$ cat config.mk
export PLATFORM = sky130hd
export DESIGN_NAME = regbus_arbiter
export DESIGN_NICKNAME = d
export VERILOG_FILES = /design/src/rtl/dice_bus_pkg.sv /design/src/rtl/regbus_rr_pick.sv /design/src/rtl/regbus_arbiter.sv
export SDC_FILE = /design/constraint.sdc
export NUM_CORES = 1
export LEC_CHECK = 0
export CAP_MARGIN = 0
export CORE_MARGIN = 8
export CORE_UTILIZATION = 41
export CTS_BUF_LIST = sky130_fd_sc_hd__clkbuf_4
export DETAILED_ROUTE_END_ITERATION = 16
export PLACE_DENSITY = 0.82
export SETUP_SLACK_MARGIN = 0.3
export SYNTH_ARGS = -nofsm -noshare
export SYNTH_HDL_FRONTEND = slang
export SYNTH_SLANG_ARGS = --single-unit
$ cat constraint.sdc
create_clock -name clk -period 1.5 [get_ports clk]
set_clock_uncertainty 0.1 [all_clocks]
set_input_delay 0.15 -clock clk [delete_from_list [all_inputs] [get_ports clk]]
set_output_delay 0.15 -clock clk [all_outputs]
set_load 0.01 [all_outputs]
$ cat src/rtl/dice_bus_pkg.sv
// Shared definitions for the dice chip register-bank bus: widths, arbiter
// FSM state encoding and port identifiers.
package dice_bus_pkg;

    localparam int REGBUS_ADDR_W = 4;
    localparam int REGBUS_DATA_W = 8;

    typedef enum logic {
        IDLE  = 1'b0,
        ISSUE = 1'b1
    } regbus_state_e;

    localparam logic PORT_A = 1'b0;
    localparam logic PORT_B = 1'b1;

    // The port that is not `id`.
    function automatic logic other_port(input logic id);
        return (id == PORT_A) ? PORT_B : PORT_A;
    endfunction

endpackage

$ cat src/rtl/regbus_rr_pick.sv
// Combinational two-way winner selection for the register-bank arbiter.
// A lock_force request keeps the last winner on the bus if it is still
// requesting; otherwise ties go to port A (fixed priority) or to the port
// that was not granted last (round-robin).
module regbus_rr_pick
    import dice_bus_pkg::*;
(
    input  logic req_a,
    input  logic req_b,
    input  logic last_grant,
    input  logic fixed_prio,
    input  logic lock_force,
    output logic win_valid,
    output logic win_id
);

    logic last_req;

    assign last_req = (last_grant == PORT_A) ? req_a : req_b;

    // Pick the winner among the current requesters.
    always_comb begin
        win_valid = req_a | req_b;
        win_id    = PORT_A;
        if (lock_force && last_req) begin
            win_id = last_grant;
        end else if (req_a && req_b) begin
            win_id = fixed_prio ? PORT_A : other_port(last_grant);
        end else if (req_b) begin
            win_id = PORT_B;
        end
    end

endmodule

$ cat src/rtl/regbus_arbiter.sv
// Two-port arbiter sharing the dice register bank between the I2C slave
// (port A) and on-chip logic (port B). One command is issued every two
// cycles: winner chosen in IDLE, bank strobed in ISSUE, ack the cycle after.
// Optional burst locking is built when REGBUS_ARB_LOCK_EN is defined.
//
// state | meaning
// ------+-------------------------------------------------------------
// IDLE  | arbitrate; a winner's command is registered onto bus_*
// ISSUE | bus_en/gnt high for one cycle, bank read data captured
module regbus_arbiter
    import dice_bus_pkg::*;
#(
    parameter int ADDR_W     = REGBUS_ADDR_W,
    parameter int DATA_W     = REGBUS_DATA_W,
    parameter int FIXED_PRIO = 0,
    parameter int MAX_BURST  = 4
) (
    input  logic              clk,
    input  logic              rst,
    input  logic              req_a,
    input  logic              we_a,
    input  logic [ADDR_W-1:0] addr_a,
    input  logic [DATA_W-1:0] wdata_a,
    output logic              gnt_a,
    output logic              ack_a,
    output logic [DATA_W-1:0] rdata_a,
    input  logic              req_b,
    input  logic              we_b,
    input  logic [ADDR_W-1:0] addr_b,
    input  logic [DATA_W-1:0] wdata_b,
    output logic              gnt_b,
    output logic              ack_b,
    output logic [DATA_W-1:0] rdata_b,
`ifdef REGBUS_ARB_LOCK_EN
    input  logic              lock_a,
    input  logic              lock_b,
`endif
    output logic              bus_en,
    output logic              bus_we,
    output logic [ADDR_W-1:0] bus_addr,
    output logic [DATA_W-1:0] bus_wdata,
    input  logic [DATA_W-1:0] bus_rdata
);

    if (MAX_BURST < 1) begin : g_max_burst_chk
        $error("regbus_arbiter: MAX_BURST must be at least 1");
    end

    regbus_state_e     state_q, state_d;
    logic              winner_q, winner_d;
    logic              last_grant_q, last_grant_d;
    logic              bus_we_q, bus_we_d;
    logic [ADDR_W-1:0] bus_addr_q, bus_addr_d;
    logic [DATA_W-1:0] bus_wdata_q, bus_wdata_d;
    logic              ack_a_q, ack_a_d;
    logic              ack_b_q, ack_b_d;
    logic [DATA_W-1:0] rdata_a_q, rdata_a_d;
    logic [DATA_W-1:0] rdata_b_q, rdata_b_d;

    logic win_valid;
    logic win_id;
    logic lock_force;

`ifdef REGBUS_ARB_LOCK_EN
    localparam int BCNT_W = $clog2(MAX_BURST + 1);

    logic [BCNT_W-1:0] burst_q, burst_d;
    logic              lock_last;
    logic              lock_win;

    assign lock_last = (last_grant_q == PORT_A) ? lock_a : lock_b;
    assign lock_win  = (win_id == PORT_A) ? lock_a : lock_b;
    // Only a back-to-back request (made in the ack cycle) may extend a burst.
    assign lock_force = (ack_a_q | ack_b_q) && lock_last
                        && (burst_q < BCNT_W'(MAX_BURST));
`else
    assign lock_force = 1'b0;
`endif

    regbus_rr_pick u_pick (
        .req_a      (req_a),
        .req_b      (req_b),
        .last_grant (last_grant_q),
        .fixed_prio (FIXED_PRIO != 0),
        .lock_force (lock_force),
        .win_valid  (win_valid),
        .win_id     (win_id)
    );

    // State, bus command and per-port response registers.
    always_ff @(posedge clk) begin
        if (rst) begin
            state_q      <= IDLE;
            winner_q     <= PORT_A;
            last_grant_q <= PORT_B;
            bus_we_q     <= 1'b0;
            bus_addr_q   <= '0;
            bus_wdata_q  <= '0;
            ack_a_q      <= 1'b0;
            ack_b_q      <= 1'b0;
            rdata_a_q    <= '0;
            rdata_b_q    <= '0;
        end else begin
            state_q      <= state_d;
            winner_q     <= winner_d;
            last_grant_q <= last_grant_d;
            bus_we_q     <= bus_we_d;
            bus_addr_q   <= bus_addr_d;
            bus_wdata_q  <= bus_wdata_d;
            ack_a_q      <= ack_a_d;
            ack_b_q      <= ack_b_d;
            rdata_a_q    <= rdata_a_d;
            rdata_b_q    <= rdata_b_d;
        end
    end

`ifdef REGBUS_ARB_LOCK_EN
    // Consecutive locked beats of the current burst owner.
    always_ff @(posedge clk) begin
        if (rst) begin
            burst_q <= '0;
        end else begin
            burst_q <= burst_d;
        end
    end

    // Count beats on each grant; a new owner or a dropped lock restarts.
    always_comb begin
        burst_d = lock_last ? burst_q : '0;
        if (state_q == IDLE && win_valid) begin
            if (!lock_win) begin
                burst_d = '0;
            end else if (win_id == last_grant_q && burst_q != '0) begin
                burst_d = (burst_q == BCNT_W'(MAX_BURST)) ? burst_q : burst_q + 1'b1;
            end else begin
                burst_d = BCNT_W'(1);
            end
        end
    end
`endif

    // Next-state and command/response logic.
    always_comb begin
        state_d      = state_q;
        winner_d     = winner_q;
        last_grant_d = last_grant_q;
        bus_we_d     = bus_we_q;
        bus_addr_d   = bus_addr_q;
        bus_wdata_d  = bus_wdata_q;
        ack_a_d      = 1'b0;
        ack_b_d      = 1'b0;
        rdata_a_d    = rdata_a_q;
        rdata_b_d    = rdata_b_q;
        case (state_q)
            IDLE: begin
                if (win_valid) begin
                    state_d      = ISSUE;
                    winner_d     = win_id;
                    last_grant_d = win_id;
                    if (win_id == PORT_A) begin
                        bus_we_d    = we_a;
                        bus_addr_d  = addr_a;
                        bus_wdata_d = wdata_a;
                    end else begin
                        bus_we_d    = we_b;
                        bus_addr_d  = addr_b;
                        bus_wdata_d = wdata_b;
                    end
                end
            end
            ISSUE: begin
                state_d = IDLE;
                if (winner_q == PORT_A) begin
                    ack_a_d   = 1'b1;
                    rdata_a_d = bus_we_q ? '0 : bus_rdata;
                end else begin
                    ack_b_d   = 1'b1;
                    rdata_b_d = bus_we_q ? '0 : bus_rdata;
                end
            end
            default: state_d = IDLE;
        endcase
    end

    assign bus_en    = (state_q == ISSUE);
    assign bus_we    = bus_we_q;
    assign bus_addr  = bus_addr_q;
    assign bus_wdata = bus_wdata_q;
    assign gnt_a     = bus_en && (winner_q == PORT_A);
    assign gnt_b     = bus_en && (winner_q == PORT_B);
    assign ack_a     = ack_a_q;
    assign ack_b     = ack_b_q;
    assign rdata_a   = rdata_a_q;
    assign rdata_b   = rdata_b_q;

endmodule

==> results of run 1 <==
metal layers:
metal / vias to the layer above / part of all wire, % / track usage (%)
met5: - / 0 / 0
met4: 0 / 2.2 / 6.52
met3: 9 / 5.4 / 5.73
met2: 49 / 49 / 28.4
met1: 682 / 43 / 20.0
li1: 731 / - / -
worst max-delay path: stages, from the launching register on:
cell,delay [ns]
dfxtp_4,0.36
buf_6,0.13
o21ba_4,0.27
buf_12,0.16
nor2_4,0.04
a211oi_2,0.16
power breakdown:
group / internal [uW] / switching (uW) / total, uW
combinational: 352 / 312 / 663
sequential: 967 / 41.1 / 1010
clock: 168 / 301 / 469
flip-flops by register name, summed over array words and instances (netlist names), 4 cells and up:
register,count
bus_wdata,8
rdata_a,8
rdata_b,8
bus_addr,4
per-stage QoR:
stage	instance area (um^2)	hold slack (ns)	total power, uW	utilization (%)	worst slack (ns)
after floorplan	1440	0.191	1260	-	0.312
after global placement	2290	0.342	1560	68.7	-0.0457
after detailed placement	2290	0.346	1570	68.7	-0.0879
after CTS	2490	0.258	2090	74.8	0.103
after global routing	2540	0.220	2240	76.2	0.148
final	2540	0.195	2140	76.2	0.188
logic make-up (layout without fill, tap and decap cells):
group                  Yosys count  count (layout)  share of synthesized area, %
flip-flops                      34              34                          47.5
AND/OR/NAND/NOR                 74              74                          21.4
AO/OA/AOI/OAI                   48              48                          27.2
buffers and inverters           11              96                          3.84
Yosys cell counts:
master / count / share of area (%)
nor2b_1: 8 / 3.5
a211oi_1: 3 / 1.6
a21bo_2: 1 / 0.70
clkbuf_1: 4 / 1.0
a21oi_2: 10 / 6.1
buf_1: 1 / 0.26
nand2b_1: 2 / 0.87
a21boi_2: 1 / 0.79
a21oi_1: 19 / 6.6
buf_4: 1 / 0.52
o21bai_2: 1 / 0.79
o21ba_2: 1 / 0.70
nor2_1: 17 / 4.5
dfxtp_1: 34 / 48
buf_2: 2 / 0.70
a211oi_2: 10 / 8.7
a211o_1: 1 / 0.61
buf_6: 1 / 0.79
a2bb2oi_1: 1 / 0.61
nor3b_1: 1 / 0.52
nand2_1: 46 / 12
inv_2: 2 / 0.52
area by class of cell:
| type | instances | area [um^2] | area share, % |
|---|---|---|---|
| Multi-Input combinational cell | 122 | 877 | 34.5 |
| Tap cell | 46 | 57.6 | 2.26 |
| Inverter | 2 | 10.0 | 0.394 |
| Clock buffer | 5 | 37.5 | 1.48 |
| Sequential cell | 34 | 702 | 27.6 |
| Timing Repair Buffer | 87 | 848 | 33.4 |
| Clock inverter | 2 | 10.0 | 0.394 |
cell usage in the layout (no fill, tap or decap), types with 2 or more instances in the layout:
cell             Yosys  routed
a211oi_2            10      13
a21oi_1             19      16
a21oi_2             10       2
a21oi_4              0      11
buf_12               0       5
buf_4                1       6
buf_6                1       4
clkbuf_16            0       2
clkbuf_2             0      23
clkbuf_4             0       5
clkdlybuf4s15_2      0       7
clkdlybuf4s50_1      0      35
clkinv_2             0       2
dfxtp_1             34      21
dfxtp_2              0      11
dfxtp_4              0       2
nand2_1             46      46
nor2_1              17       8
nor2_2               0       5
nor2_4               0       4
nor2b_1              8       8
path summary, 6_finish.rpt:
kind                                  from      endpoint  slack, ns
worst max-delay path                bus_en  bus_wdata[1]       0.19
worst min register to register  rdata_a[1]    rdata_a[1]       0.36
worst min-delay path                 req_a  last_grant_q       0.19
worst max register to register      bus_en  bus_wdata[1]       0.19
repair_timing:
action	4_1_cts	5_1_grt
endpoints found under the hold margin	0	0
gates resized for setup	98	64
gates cloned	2	1
pin swaps	3	13
setup endpoints to repair	37	48
setup buffers	2	1
==> metrics.md, run 1 <==
| Metric | Value |
|---|---|
| Status | `finished clean` |
| Peak supply drop | `0.000648 V` |
| NumNets Final | `290` |
| Filler Cell Count | `240` |
| Syn-to-layout area delta | `77.5%` |
| DR vias/cell | `4.94` |
| Initial core utilization | `42.9%` |
| CTS tree | `yes` |
| Seq/Total Area, Yosys | `47.5%` |
| Cell count after synthesis | `167` |
| CP arrival | `1.46 ns` |
| Post-route ant nets | `0` |
| Startpoint types | `flip-flop` |
| Dpl hpwl | `3190 um` |
| Syn_area_per_cell | `8.58 um^2` |
| DR DRC count | `0` |
| RSZ-0062 raised after global routing | `true` |
| GPL Wtd Cong | `0.752` |
| Hold violation total from the final report | `0` |
| Maximum clock insertion buffer count | `2` |
| GRT Overall Usage | `17.2%` |
| Largest net degree at the start of global routing | `34` |
| Final setup fails | `0` |
| Via count | `1,471` |
| Worst hold path type | `input pin to flip-flop` |
| Max Clk Rate | `762 MHz` |
| Wirelength per Cell | `17.1 um` |
| Total die area | `5640 um^2` |
| Die width | `75.1 um` |
| WP data required | `1.65 ns` |
| Synth cell types | `22` |
| First-pass GRT wire length | `7110 um` |
| Post-Place Cells | `285` |
| DRT Wirelength | `5100 um` |
| Setup TNS | `0 ns` |
| Crit. End Element | `flip-flop` |
| PortBufs | `71` |
| Leakage | `0.00101 uW` |
| Non-filler cells, final | `298` |
| P per Cell Area | `842 nW/um^2` |
| Clock sink total | `34` |
| Row Count | `21` |
| Antenna violations before repair | `0` |
| Core Box Area | `3340 um^2` |
| Layout cells sized above 1 | `44.0%` |
| Mapped Area | `1430 um^2` |
| Root Buffer | `clkbuf_4` |
| Die H | `75.1 um` |
| Worst r2r path cells | `5` |
| Ports | `72` |
| Max cap viols | `0` |
| Final period util | `87.5%` |
| Number of buffers created by CTS | `5` |
| Crit path max fanout | `7` |
| H-tree levels | `2` |
| Max_slew headroom | `77.4%` |
| Number of global-route vias before repair | `1,400` |
| Final Critical Period | `1.31 ns` |
| Max-slew violation count | `0` |
| 1st-iter DRT viols | `76` |
| Post-Synthesis Net Count | `205` |
| Slew of the pin with the lowest slew margin | `0.339 ns` |
| Synth warn | `0` |
| 1st-pass router iterations | `4` |
| CTS clk-pin slew, worst paths | `0.10 ns` |
| Synth Register Bits | `34` |
| Antenna cells | `0` |
| Hold buffers post-CTS | `0` |
| Critical Setup Path Class | `flip-flop to flip-flop` |
| Total congestion overflow | `0` |
| Clock latency on the worst-skew pair | `0.33 ns` |
| Hold depth | `3` |
(Power assumes the default switching activity.)
==> run 2: changes to the inputs <==
CAP_MARGIN = 30   (was 0)
==> results of run 2 <==
Final layout, timing and power as in run 1 (identical DEF).
